`config.mk`:
```
export PLATFORM = sky130hd
export DESIGN_NAME = axi_write_logic_flat
export DESIGN_NICKNAME = d
export VERILOG_FILES = /design/src/rtl/axi_lite_pkg.sv /design/src/rtl/axi_write_logic_if.sv /design/src/rtl/axi_write_regbank.sv /design/src/rtl/axi_write_logic.sv /design/src/flat_wrapper.sv
export SDC_FILE = /design/constraint.sdc
export NUM_CORES = 1
export LEC_CHECK = 0
export BUFFER_PORTS_ARGS = -buffer_cell sky130_fd_sc_hd__buf_2
export CAP_MARGIN = 20
export CORE_AREA = 2 2 127 129
export DETAILED_ROUTE_END_ITERATION = 10
export DIE_AREA = 0 0 129 131
export GPL_TIMING_DRIVEN = 0
export PLACE_DENSITY = 0.74
export SETUP_SLACK_MARGIN = 0.02
export SYNTH_ARGS = -nofsm -noshare
export SYNTH_HDL_FRONTEND = slang
export SYNTH_SLANG_ARGS = --single-unit
```
`constraint.sdc`:
```
create_clock -name ACLK -period 1.97 [get_ports ACLK]
set_input_delay 0.197 -clock ACLK [delete_from_list [all_inputs] [get_ports ACLK]]
set_output_delay 0.197 -clock ACLK [all_outputs]
set_load 0.005 [all_outputs]
```
`src/rtl/axi_lite_pkg.sv`:
```
// AXI4-Lite shared definitions, common to the read and write responders.
package axi_lite_pkg;

    typedef logic [1:0] resp_t;

    localparam resp_t RESP_OKAY   = 2'b00;
    localparam resp_t RESP_SLVERR = 2'b10;

endpackage : axi_lite_pkg

```
`src/rtl/axi_write_logic_if.sv`:
```
// AXI4-Lite write-channel bundle (AW, W, B) between interconnect and responder.
//
// Handshake rule for every channel: a transfer happens at a rising ACLK edge
// where both VALID and READY are 1. The source holds VALID and its payload
// steady until that edge; the sink may raise or drop READY at any time.
interface axi_write_logic_if #(
    parameter int ADDR_W = 2,
    parameter int DATA_W = 32
) ();

    logic [ADDR_W-1:0]   AWADDR;
    logic                AWVALID;
    logic                AWREADY;
    logic [DATA_W-1:0]   WDATA;
    logic [DATA_W/8-1:0] WSTRB;
    logic                WVALID;
    logic                WREADY;
    logic [1:0]          BRESP;
    logic                BVALID;
    logic                BREADY;

    modport master (
        output AWADDR, AWVALID, WDATA, WSTRB, WVALID, BREADY,
        input  AWREADY, WREADY, BRESP, BVALID
    );

    modport slave (
        input  AWADDR, AWVALID, WDATA, WSTRB, WVALID, BREADY,
        output AWREADY, WREADY, BRESP, BVALID
    );

endinterface : axi_write_logic_if

```
`src/rtl/axi_write_regbank.sv`:
```
// Local register bank for the AXI4-Lite write responder: storage, byte merge,
// synchronous clear and an asynchronous read port.
// Optional feature macro: AXI_WSTRB_EN (byte-strobe merge; otherwise full-word writes).
module axi_write_regbank #(
    parameter int ADDR_W = 2,
    parameter int DATA_W = 32
) (
    input  logic                ACLK,
    input  logic                ARESET,
    input  logic                wr_en,
    input  logic [ADDR_W-1:0]   wr_addr,
    input  logic [DATA_W-1:0]   wr_data,
    input  logic [DATA_W/8-1:0] wr_strb,
    output logic [DATA_W-1:0]   merged,
    input  logic [ADDR_W-1:0]   rd_addr,
    output logic [DATA_W-1:0]   rd_data
);

    localparam int DEPTH  = 1 << ADDR_W;
    localparam int NBYTES = DATA_W / 8;

    logic [DATA_W-1:0] bank [DEPTH];

`ifdef AXI_WSTRB_EN
    // Strobed bytes come from the new data, the rest keep the stored word.
    always_comb begin
        merged = bank[wr_addr];
        for (int i = 0; i < NBYTES; i++) begin
            if (wr_strb[i]) begin
                merged[8*i +: 8] = wr_data[8*i +: 8];
            end
        end
    end
`else
    // Without strobes every write replaces the whole word.
    always_comb begin
        merged = wr_data;
    end

    logic unused_strb;
    assign unused_strb = ^wr_strb;
`endif

    // Bank storage: cleared on reset, written with the merged word on commit.
    always_ff @(posedge ACLK) begin
        if (ARESET) begin
            for (int i = 0; i < DEPTH; i++) begin
                bank[i] <= '0;
            end
        end else if (wr_en) begin
            bank[wr_addr] <= merged;
        end
    end

    assign rd_data = bank[rd_addr];

endmodule : axi_write_regbank

```
`src/rtl/axi_write_logic.sv`:
```
// AXI4-Lite write responder: takes AW and W independently and in any order,
// commits the merged word into the local bank, then answers on B.
// Only one transaction is in flight; new handshakes wait until B completes.
// Optional feature macro: AXI_WSTRB_EN (honour WSTRB byte strobes).
module axi_write_logic
    import axi_lite_pkg::*;
#(
    parameter int ADDR_W = 2,
    parameter int DATA_W = 32
) (
    input  logic              ACLK,
    input  logic              ARESET,
    axi_write_logic_if.slave  axi,
    input  logic [ADDR_W-1:0] rd_addr,
    output logic [DATA_W-1:0] rd_data,
    output logic [ADDR_W-1:0] addr_out,
    output logic [DATA_W-1:0] data_out,
    output logic              data_valid
);

    logic                awready_q;
    logic                wready_q;
    logic                bvalid_q;
    logic                aw_done;
    logic                w_done;
    logic [ADDR_W-1:0]   aw_addr_q;
    logic [DATA_W-1:0]   w_data_q;
    logic [DATA_W/8-1:0] w_strb_q;
    logic [DATA_W-1:0]   merged;
    logic                commit;

    // Both halves captured and no response outstanding.
    assign commit = aw_done & w_done & ~bvalid_q;

    // AW channel: one-cycle ready pulse per transaction, address capture.
    always_ff @(posedge ACLK) begin
        if (ARESET) begin
            awready_q <= 1'b0;
            aw_done   <= 1'b0;
            aw_addr_q <= '0;
        end else begin
            awready_q <= axi.AWVALID & ~awready_q & ~aw_done & ~bvalid_q;
            if (commit) begin
                aw_done <= 1'b0;
            end else if (axi.AWVALID & awready_q) begin
                aw_done   <= 1'b1;
                aw_addr_q <= axi.AWADDR;
            end
        end
    end

    // W channel: one-cycle ready pulse per transaction, data/strobe capture.
    always_ff @(posedge ACLK) begin
        if (ARESET) begin
            wready_q <= 1'b0;
            w_done   <= 1'b0;
            w_data_q <= '0;
            w_strb_q <= '0;
        end else begin
            wready_q <= axi.WVALID & ~wready_q & ~w_done & ~bvalid_q;
            if (commit) begin
                w_done <= 1'b0;
            end else if (axi.WVALID & wready_q) begin
                w_done   <= 1'b1;
                w_data_q <= axi.WDATA;
                w_strb_q <= axi.WSTRB;
            end
        end
    end

    // Commit: publish address/merged word with a one-cycle strobe and raise B.
    always_ff @(posedge ACLK) begin
        if (ARESET) begin
            bvalid_q   <= 1'b0;
            data_valid <= 1'b0;
            addr_out   <= '0;
            data_out   <= '0;
        end else begin
            data_valid <= commit;
            if (commit) begin
                bvalid_q <= 1'b1;
                addr_out <= aw_addr_q;
                data_out <= merged;
            end else if (bvalid_q & axi.BREADY) begin
                bvalid_q <= 1'b0;
            end
        end
    end

    axi_write_regbank #(
        .ADDR_W (ADDR_W),
        .DATA_W (DATA_W)
    ) u_regbank (
        .ACLK    (ACLK),
        .ARESET  (ARESET),
        .wr_en   (commit),
        .wr_addr (aw_addr_q),
        .wr_data (w_data_q),
        .wr_strb (w_strb_q),
        .merged  (merged),
        .rd_addr (rd_addr),
        .rd_data (rd_data)
    );

    assign axi.AWREADY = awready_q;
    assign axi.WREADY  = wready_q;
    assign axi.BVALID  = bvalid_q;
    assign axi.BRESP   = RESP_OKAY;

endmodule : axi_write_logic

```
`src/flat_wrapper.sv`:
```
// flat-port wrapper written by rule: the top's interface ports become plain ports
module axi_write_logic_flat import axi_lite_pkg::*;
#(
    parameter int ADDR_W = 2,
    parameter int DATA_W = 32
)
  (ACLK, ARESET, rd_addr, rd_data, addr_out, data_out, data_valid, axi_AWADDR, axi_AWVALID, axi_WDATA, axi_WSTRB, axi_WVALID, axi_BREADY, axi_AWREADY, axi_WREADY, axi_BRESP, axi_BVALID);
  axi_write_logic_if #(.ADDR_W(ADDR_W), .DATA_W(DATA_W)) axi_i ();
  input  logic ACLK;
  input  logic ARESET;
  input  logic [ADDR_W-1:0] rd_addr;
  output logic [DATA_W-1:0] rd_data;
  output logic [ADDR_W-1:0] addr_out;
  output logic [DATA_W-1:0] data_out;
  output logic data_valid;
  input wire logic [$bits(axi_i.AWADDR)-1:0] axi_AWADDR;
  input wire logic [$bits(axi_i.AWVALID)-1:0] axi_AWVALID;
  input wire logic [$bits(axi_i.WDATA)-1:0] axi_WDATA;
  input wire logic [$bits(axi_i.WSTRB)-1:0] axi_WSTRB;
  input wire logic [$bits(axi_i.WVALID)-1:0] axi_WVALID;
  input wire logic [$bits(axi_i.BREADY)-1:0] axi_BREADY;
  output wire logic [$bits(axi_i.AWREADY)-1:0] axi_AWREADY;
  output wire logic [$bits(axi_i.WREADY)-1:0] axi_WREADY;
  output wire logic [$bits(axi_i.BRESP)-1:0] axi_BRESP;
  output wire logic [$bits(axi_i.BVALID)-1:0] axi_BVALID;
  assign axi_i.AWADDR = axi_AWADDR;
  assign axi_i.AWVALID = axi_AWVALID;
  assign axi_i.WDATA = axi_WDATA;
  assign axi_i.WSTRB = axi_WSTRB;
  assign axi_i.WVALID = axi_WVALID;
  assign axi_i.BREADY = axi_BREADY;
  assign axi_AWREADY = axi_i.AWREADY;
  assign axi_WREADY = axi_i.WREADY;
  assign axi_BRESP = axi_i.BRESP;
  assign axi_BVALID = axi_i.BVALID;
  axi_write_logic #(.ADDR_W(ADDR_W), .DATA_W(DATA_W)) u_core (.ACLK(ACLK), .ARESET(ARESET), .axi(axi_i), .rd_addr(rd_addr), .rd_data(rd_data), .addr_out(addr_out), .data_out(data_out), .data_valid(data_valid));
endmodule
```
==> impl_metrics.json, run 1 <==
{
  "synth_compound_area_share_pct": 2.294,
  "syn_area_per_cell_um2": 13.36,
  "grtUsageTotal_pct": 23.84,
  "detailed_place_hpwl_um": 12080,
  "asyncSetResetFlopFracSynth_pct": 0,
  "synthAdderAreaFrac_pct": 0,
  "avgViaCountPerCell": 5.295,
  "clk_path_buf_depth": 3,
  "cts.root.buffer_cell": "clkbuf_16",
  "layout-area-overhead-vs-synth_pct": 22.95,
  "max-vdd-ir-drop_uv": 639.9,
  "critical_path.slowest_cell": "dfxtp_1",
  "path_delay_family": "flip-flops",
  "timing.final.max_slew_violations": 0,
  "synth.lib_cells_used.distinct": 25,
  "synthTopCellsByCount": "128 x and2_1, 128 x edfxtp_1, 74 x dfxtp_1",
  "synth_cells": 633,
  "synth-warning-count": 0,
  "initial_utilization_pct": 54.21,
  "cts_made_buffers": 20,
  "area_fraction_of_the_dominant_cell_type_after_synthesis_pct": 45.46,
  "post-route-worst-setup-slack_ps": 116.3,
  "finalHoldViolations": 0,
  "worst_ep_arrival_ps": 2260,
  "drc": 0,
  "post_synth_and_or_nand_nor_area_fraction_pct": 19.59,
  "grt_overflow": 0,
  "rsz0062_at_grt": "true",
  "number_of_endpoints_failing_setup_at_the_final_stage": 0,
  "crit_chain": "nand3b_4 > and3_1 > buf_4 > buf_6 > mux2i_1",
  "drt-pass1-iter-count": 5,
  "detailroute.via_count": 5491,
  "gp_congestion": 0.8081,
  "timing.hold.worst.class": "input pin to register",
  "finalWorstPathRequiredPeriod_ps": 1854,
  "number_of_drc_violations_after_detailed_routing_iteration_0": 479,
  "die_h_um": 131,
  "timing.setup.critical_path_class": "register to register",
  "synth_seq_area_share_pct": 62.98,
  "category_of_the_worst_setup_path_launch_point": "register",
  "synth-edff-count": 128,
  "detail_route.wirelength_um": 19870,
  "synth_top_family_by_area": "simple AND/OR/NAND/NOR gates",
  "post_route_cells_drive_above_1_share_pct": 26.10,
  "clkSlewWorstSetupHoldPaths_ps": 60,
  "die-area_um2": 16900,
  "p_leak_nw": 4.045,
  "result_of_the_run": "complete, no violations",
  "timing.hold.ws_ps": 14.24,
  "max_freq_mhz": 539.4,
  "ys_seq_elements": 202,
  "timing.critical_path.slowest_cell_delay_ps": 660,
  "tritoncts": "yes",
  "row_count": 46,
  "maxCapViolations": 0,
  "critical_path.endpoint_type": "register",
  "synthFlopType": "edfxtp_1",
  "tightest_slew_ps": 753.3,
  "grt_pass1_vias": 5529,
  "syn-cell-area_um2": 8456,
  "xor_xnor_fraction_of_synth_area_pct": 0,
  "yosysTopAreaCell": "edfxtp_1",
  "timing.max_slew.rel_slack_pct": 49.78,
  "grt_max_degree": 17,
  "cp.required_ps": 2380,
  "ioPinCount": 117,
  "sinks_on_clock_net": 202,
  "placeableCoreArea_um2": 15600,
  "drt-wirelength-per-cell_um": 19.16,
  "grt_first_pass_wirelength_um": 29970,
  "antenna_violations_before_repair": 1,
  "dp_slack_ps": -465.2,
  "critical_path.max_fanout": 10,
  "finalNetCount": 851,
  "worstSkewPairLatency_ps": 490,
  "timing.critical_path.buf_inv": 2,
  "ys_top_cells_by_area": "edfxtp_1 45%, dfxtp_1 18%, and2_1 9.5%",
  "worst_clock_skew_ps": 8.822,
  "ant_nets": 0,
  "power_density_nw_per_um2": 857.7,
  "cts-htree-levels": 1,
  "buffer_ports.inserted": 109,
  "synthMuxAreaShare_pct": 12.55,
  "timing.setup.tns_ps": 0,
  "period_share_pct": 94.10,
  "fp.dieW_um": 129
}
## state kept, by name, indices dropped and copies added (netlist names)
| signal | flops |
|---|---|
| u_core.aw_addr_q | 2 |
| u_core.axi.AWREADY | 1 |
| u_core.w_done | 1 |
| u_core.w_data_q | 32 |
| u_core.u_regbank.bank | 128 |
| u_core.aw_done | 1 |
| u_core.addr_out | 2 |
| u_core.data_valid | 1 |
| u_core.axi.WREADY | 1 |
| u_core.data_out | 32 |
| u_core.axi.BVALID | 1 |
## worst register-to-register path: stages (launching register included)
cell	delay, ps
dfxtp_1	660
nand3b_4	350
and3_1	190
buf_4	170
buf_6	210
mux2i_1	210
## layout make-up
cell class                      instances  area (um^2)
Antenna cell                            1        2.502
Buffer                                 44        225.2
Clock buffer                           30        579.3
Clock inverter                          6        52.55
Fill cell                            1143         5201
Multi-Input combinational cell        392         2988
Sequential cell                       202         5325
Tap cell                              216        270.3
Timing Repair Buffer                  146        953.4
## cell families (layout without fill, tap and decap cells)
group | Yosys count | in the layout
multiplexers | 66 | 66
other | 1 | 3
buffers and inverters | 44 | 226
AO/OA/AOI/OAI | 38 | 39
flip-flops | 202 | 202
AND/OR/NAND/NOR | 282 | 285
## final timing paths
kind / slack, ps / cells after the start / endpoint / start
worst max-delay path: 120 / 5 / u_core.w_data_q[28]$_SDFFE_PP0P_ / u_core.axi.BVALID$_SDFFE_PP0P_
worst min-delay path: 10 / 3 / u_core.w_data_q[9]$_SDFFE_PP0P_ / axi_WDATA[9]
worst max register to register: 120 / 5 / u_core.w_data_q[28]$_SDFFE_PP0P_ / u_core.axi.BVALID$_SDFFE_PP0P_
worst min register to register: 450 / 2 / u_core.data_out[14]$_SDFFE_PP0P_ / u_core.data_out[14]$_SDFFE_PP0P_
## metrics by stage
| stage | instance area [um^2] | power [mW] | instances | utilization [%] |
|---|---|---|---|---|
| after detailed placement | 9275 | 5.246 | 959 | 59.47 |
| final | 10400 | 8.917 | 1037 | 66.65 |
| after CTS | 10290 | 8.941 | 1031 | 65.96 |
| after global placement | 9275 | 5.230 | 959 | 59.47 |
| after floorplan | 8459 | 5.022 | 634 | - |
| after global routing | 10400 | 9.174 | 1037 | 66.65 |
## cell usage in the layout, fill, tap and decap left out, types with 23 or more instances in the layout
master and instances:
edfxtp_1 128, dlygate4sd3_1 32, mux2i_1 34, buf_2 122, nand2b_1 69, clkbuf_1 23
dfxtp_1 74, and2_1 128, a21oi_1 37, nand2_1 68, mux4_2 32
## layer usage
layer / track usage, % / wire (um) / vias up
li1: - / - / 2561
met1: 31.25 / 8353 / 2719
met2: 41.52 / 10030 / 179
met3: 3.298 / 1041 / 32
met4: 7.737 / 440 / 0
met5: 0 / 0 / -
## report_power, final
part / switching, mW / internal [mW] / total (mW)
Clock: 1.52 / 2.16 / 3.68
Combinational: 0.281 / 0.291 / 0.571
Sequential: 0.0633 / 4.60 / 4.66
Total: 1.86 / 7.05 / 8.92
## repair_timing
action,4_1_cts,5_1_grt
setup endpoints to repair,131,159
endpoints found under the hold margin,32,0
pin swaps,0,1
resized for setup,8,17
cloned,4,0
setup buffers,0,5
hold buffers,32,0
(Power assumes the default switching activity.)
==> run 2: changes to the inputs <==
==> constraint.sdc (replaced) <==
create_clock -name ACLK -period 1.97 [get_ports ACLK]
set_input_delay 0.197 -clock ACLK [delete_from_list [all_inputs] [get_ports ACLK]]
set_output_delay 0.197 -clock ACLK [all_outputs]
set_load 0.05 [all_outputs]
==> run 2 against run 1 <==
Die area unchanged. Via count increased by 1.7%. Highest routed layer unchanged. Design area increased by 0.88%. Critical path type unchanged. Largest cell class unchanged. Largest power group unchanged.
==> impl_metrics.json, run 2 (synthesized netlist as in run 1, its figures left out) <==
{
  "worst_setup_path_startpoint": "u_core.w_done$_SDFFE_PP0P_",
  "critical_path.max_fanout": 16,
  "finalNetCount": 857,
  "tritoncts": "yes",
  "timing.setup.critical_path_class": "register to register",
  "row_count": 46,
  "cts.root.buffer_cell": "clkbuf_16",
  "crit_chain": "nand3b_2 > nor4_4 > or2_4",
  "dp_slack_ps": -406.0,
  "sinks_on_clock_net": 202,
  "grt_pass1_vias": 5564,
  "tightest_slew_ps": 731.8,
  "worst_ep_arrival_ps": 2050,
  "p_leak_nw": 4.094,
  "fp.dieW_um": 129,
  "timing.hold.ws_ps": 6.317,
  "multiInputGateArea_um2": 2997,
  "drt-wirelength-per-cell_um": 19.99,
  "drc": 0,
  "antenna_violations_before_repair": 0,
  "clkSlewWorstSetupHoldPaths_ps": 60,
  "max-vdd-ir-drop_uv": 512.0,
  "avgViaCountPerCell": 5.358,
  "placeableCoreArea_um2": 15600,
  "timing.max_slew.rel_slack_pct": 51.21,
  "number_of_drc_violations_after_detailed_routing_iteration_0": 556,
  "mostFrequentLayoutCells": "128 x and2_1, 128 x edfxtp_1, 119 x buf_2, 73 x dfxtp_1, 69 x nand2b_1",
  "die-area_um2": 16900,
  "layout-area-overhead-vs-synth_pct": 24.03,
  "buffer_ports.inserted": 109,
  "grt_max_degree": 33,
  "detail_route.wirelength_um": 20830,
  "grt_overflow": 0,
  "worst_clock_skew_ps": 16.23,
  "antenna_cells_inserted": 0,
  "gp_congestion": 0.7849,
  "result_of_the_run": "complete, no violations",
  "max_flop_register": "u_core.u_regbank.bank",
  "detailed_place_hpwl_um": 12440,
  "ant_nets": 0,
  "regArea_um2": 5326,
  "ioPinCount": 117,
  "grtUsageTotal_pct": 24.32,
  "fin_total_pwr_mw": 9.217,
  "largest_register_ff_count": 128,
  "cts-htree-levels": 1,
  "period_share_pct": 96.17,
  "finalWorstPathRequiredPeriod_ps": 1895,
  "timing.final.max_slew_violations": 0,
  "rsz0062_at_grt": "false",
  "timing.critical_path.slowest_cell_delay_ps": 470,
  "clk_path_buf_depth": 3,
  "critical_path.endpoint_type": "register",
  "die_h_um": 131,
  "cts_made_buffers": 21,
  "count_of_placed_standard_cells_including_taps": 959,
  "maxCapViolations": 0,
  "worst_r2r_startpoint": "u_core.w_done$_SDFFE_PP0P_",
  "grt_first_pass_wirelength_um": 30510,
  "post_route_cells_drive_above_1_share_pct": 27.60,
  "category_of_the_worst_setup_path_launch_point": "register",
  "finalHoldViolations": 0,
  "initial_utilization_pct": 54.21,
  "critical_path.slowest_cell": "dfxtp_1",
  "worstSkewPairLatency_ps": 500,
  "post-route-worst-setup-slack_ps": 75.36,
  "instances_no_fill": 1042,
  "detailroute.via_count": 5583,
  "power_density_nw_per_um2": 878.8,
  "max_freq_mhz": 527.8,
  "cp.required_ps": 2120,
  "hold_path.startpoint": "axi_WDATA[9]",
  "n_fill_cell": 1142,
  "timing.setup.tns_ps": 0,
  "timing.hold.worst.class": "input pin to register",
  "drt-pass1-iter-count": 5,
  "reg_top3": "u_core.u_regbank.bank: 128 flops, u_core.data_out: 32 flops, u_core.w_data_q: 32 flops",
  "number_of_endpoints_failing_setup_at_the_final_stage": 0
}
==> run 2: through the flow <==
stage	utilization (%)	area (um^2)
floorplan	-	8461
global placement	59.47	9276
detailed placement	59.47	9276
CTS	65.92	10280
global route	67.24	10490
finish	67.24	10490
==> run 2: area by class of cell <==
cell class	instances	area share, %
Buffer	44	2.219
Timing Repair Buffer	150	9.711
Multi-Input combinational cell	393	28.57
Sequential cell	202	50.79
Tap cell	216	2.577
Clock buffer	24	5.214
Clock inverter	13	0.9186
==> run 2: report_power, final <==
group / internal, mW / switching [mW]
logic: 0.307 / 0.494
clock network: 2.13 / 1.62
registers: 4.60 / 0.0642
==> run 2: per-layer routing <==
layer  part of all wire, %  vias to the layer above  wire (um)  GRT usage [%]
met2                    51                      243      10720          43.26
li1                      -                     2566          -              -
met1                    40                     2744       8277          30.61
met4                   1.9                        0        398          7.353
met5                     0                        -          0              0
met3                   6.9                       30       1437          4.438
==> run 2: what timing repair did <==
action,4_1_cts,5_1_grt
resized for setup,8,21
cloned,3,2
hold buffers,31,0
endpoints found under the setup margin,128,177
pin swaps,1,1
endpoints found under the hold margin,31,0
setup buffers,0,10
==> run 2: path summary, 6_finish.rpt <==
kind	to	slack, ps	depth (start not counted)
min	u_core.w_data_q[9]$_SDFFE_PP0P_	6	3
min reg2reg	u_core.data_out[20]$_SDFFE_PP0P_	450	2
max	u_core.u_regbank.bank[0][4]$_SDFFCE_PN0P_	80	3
max reg2reg	u_core.u_regbank.bank[0][4]$_SDFFCE_PN0P_	80	3
==> run 2: critical path, delay by kind of cell (launching register included) <==
family           cells  cell delay, ps
DFF                  1             470
and+or+nand+nor      3            1080
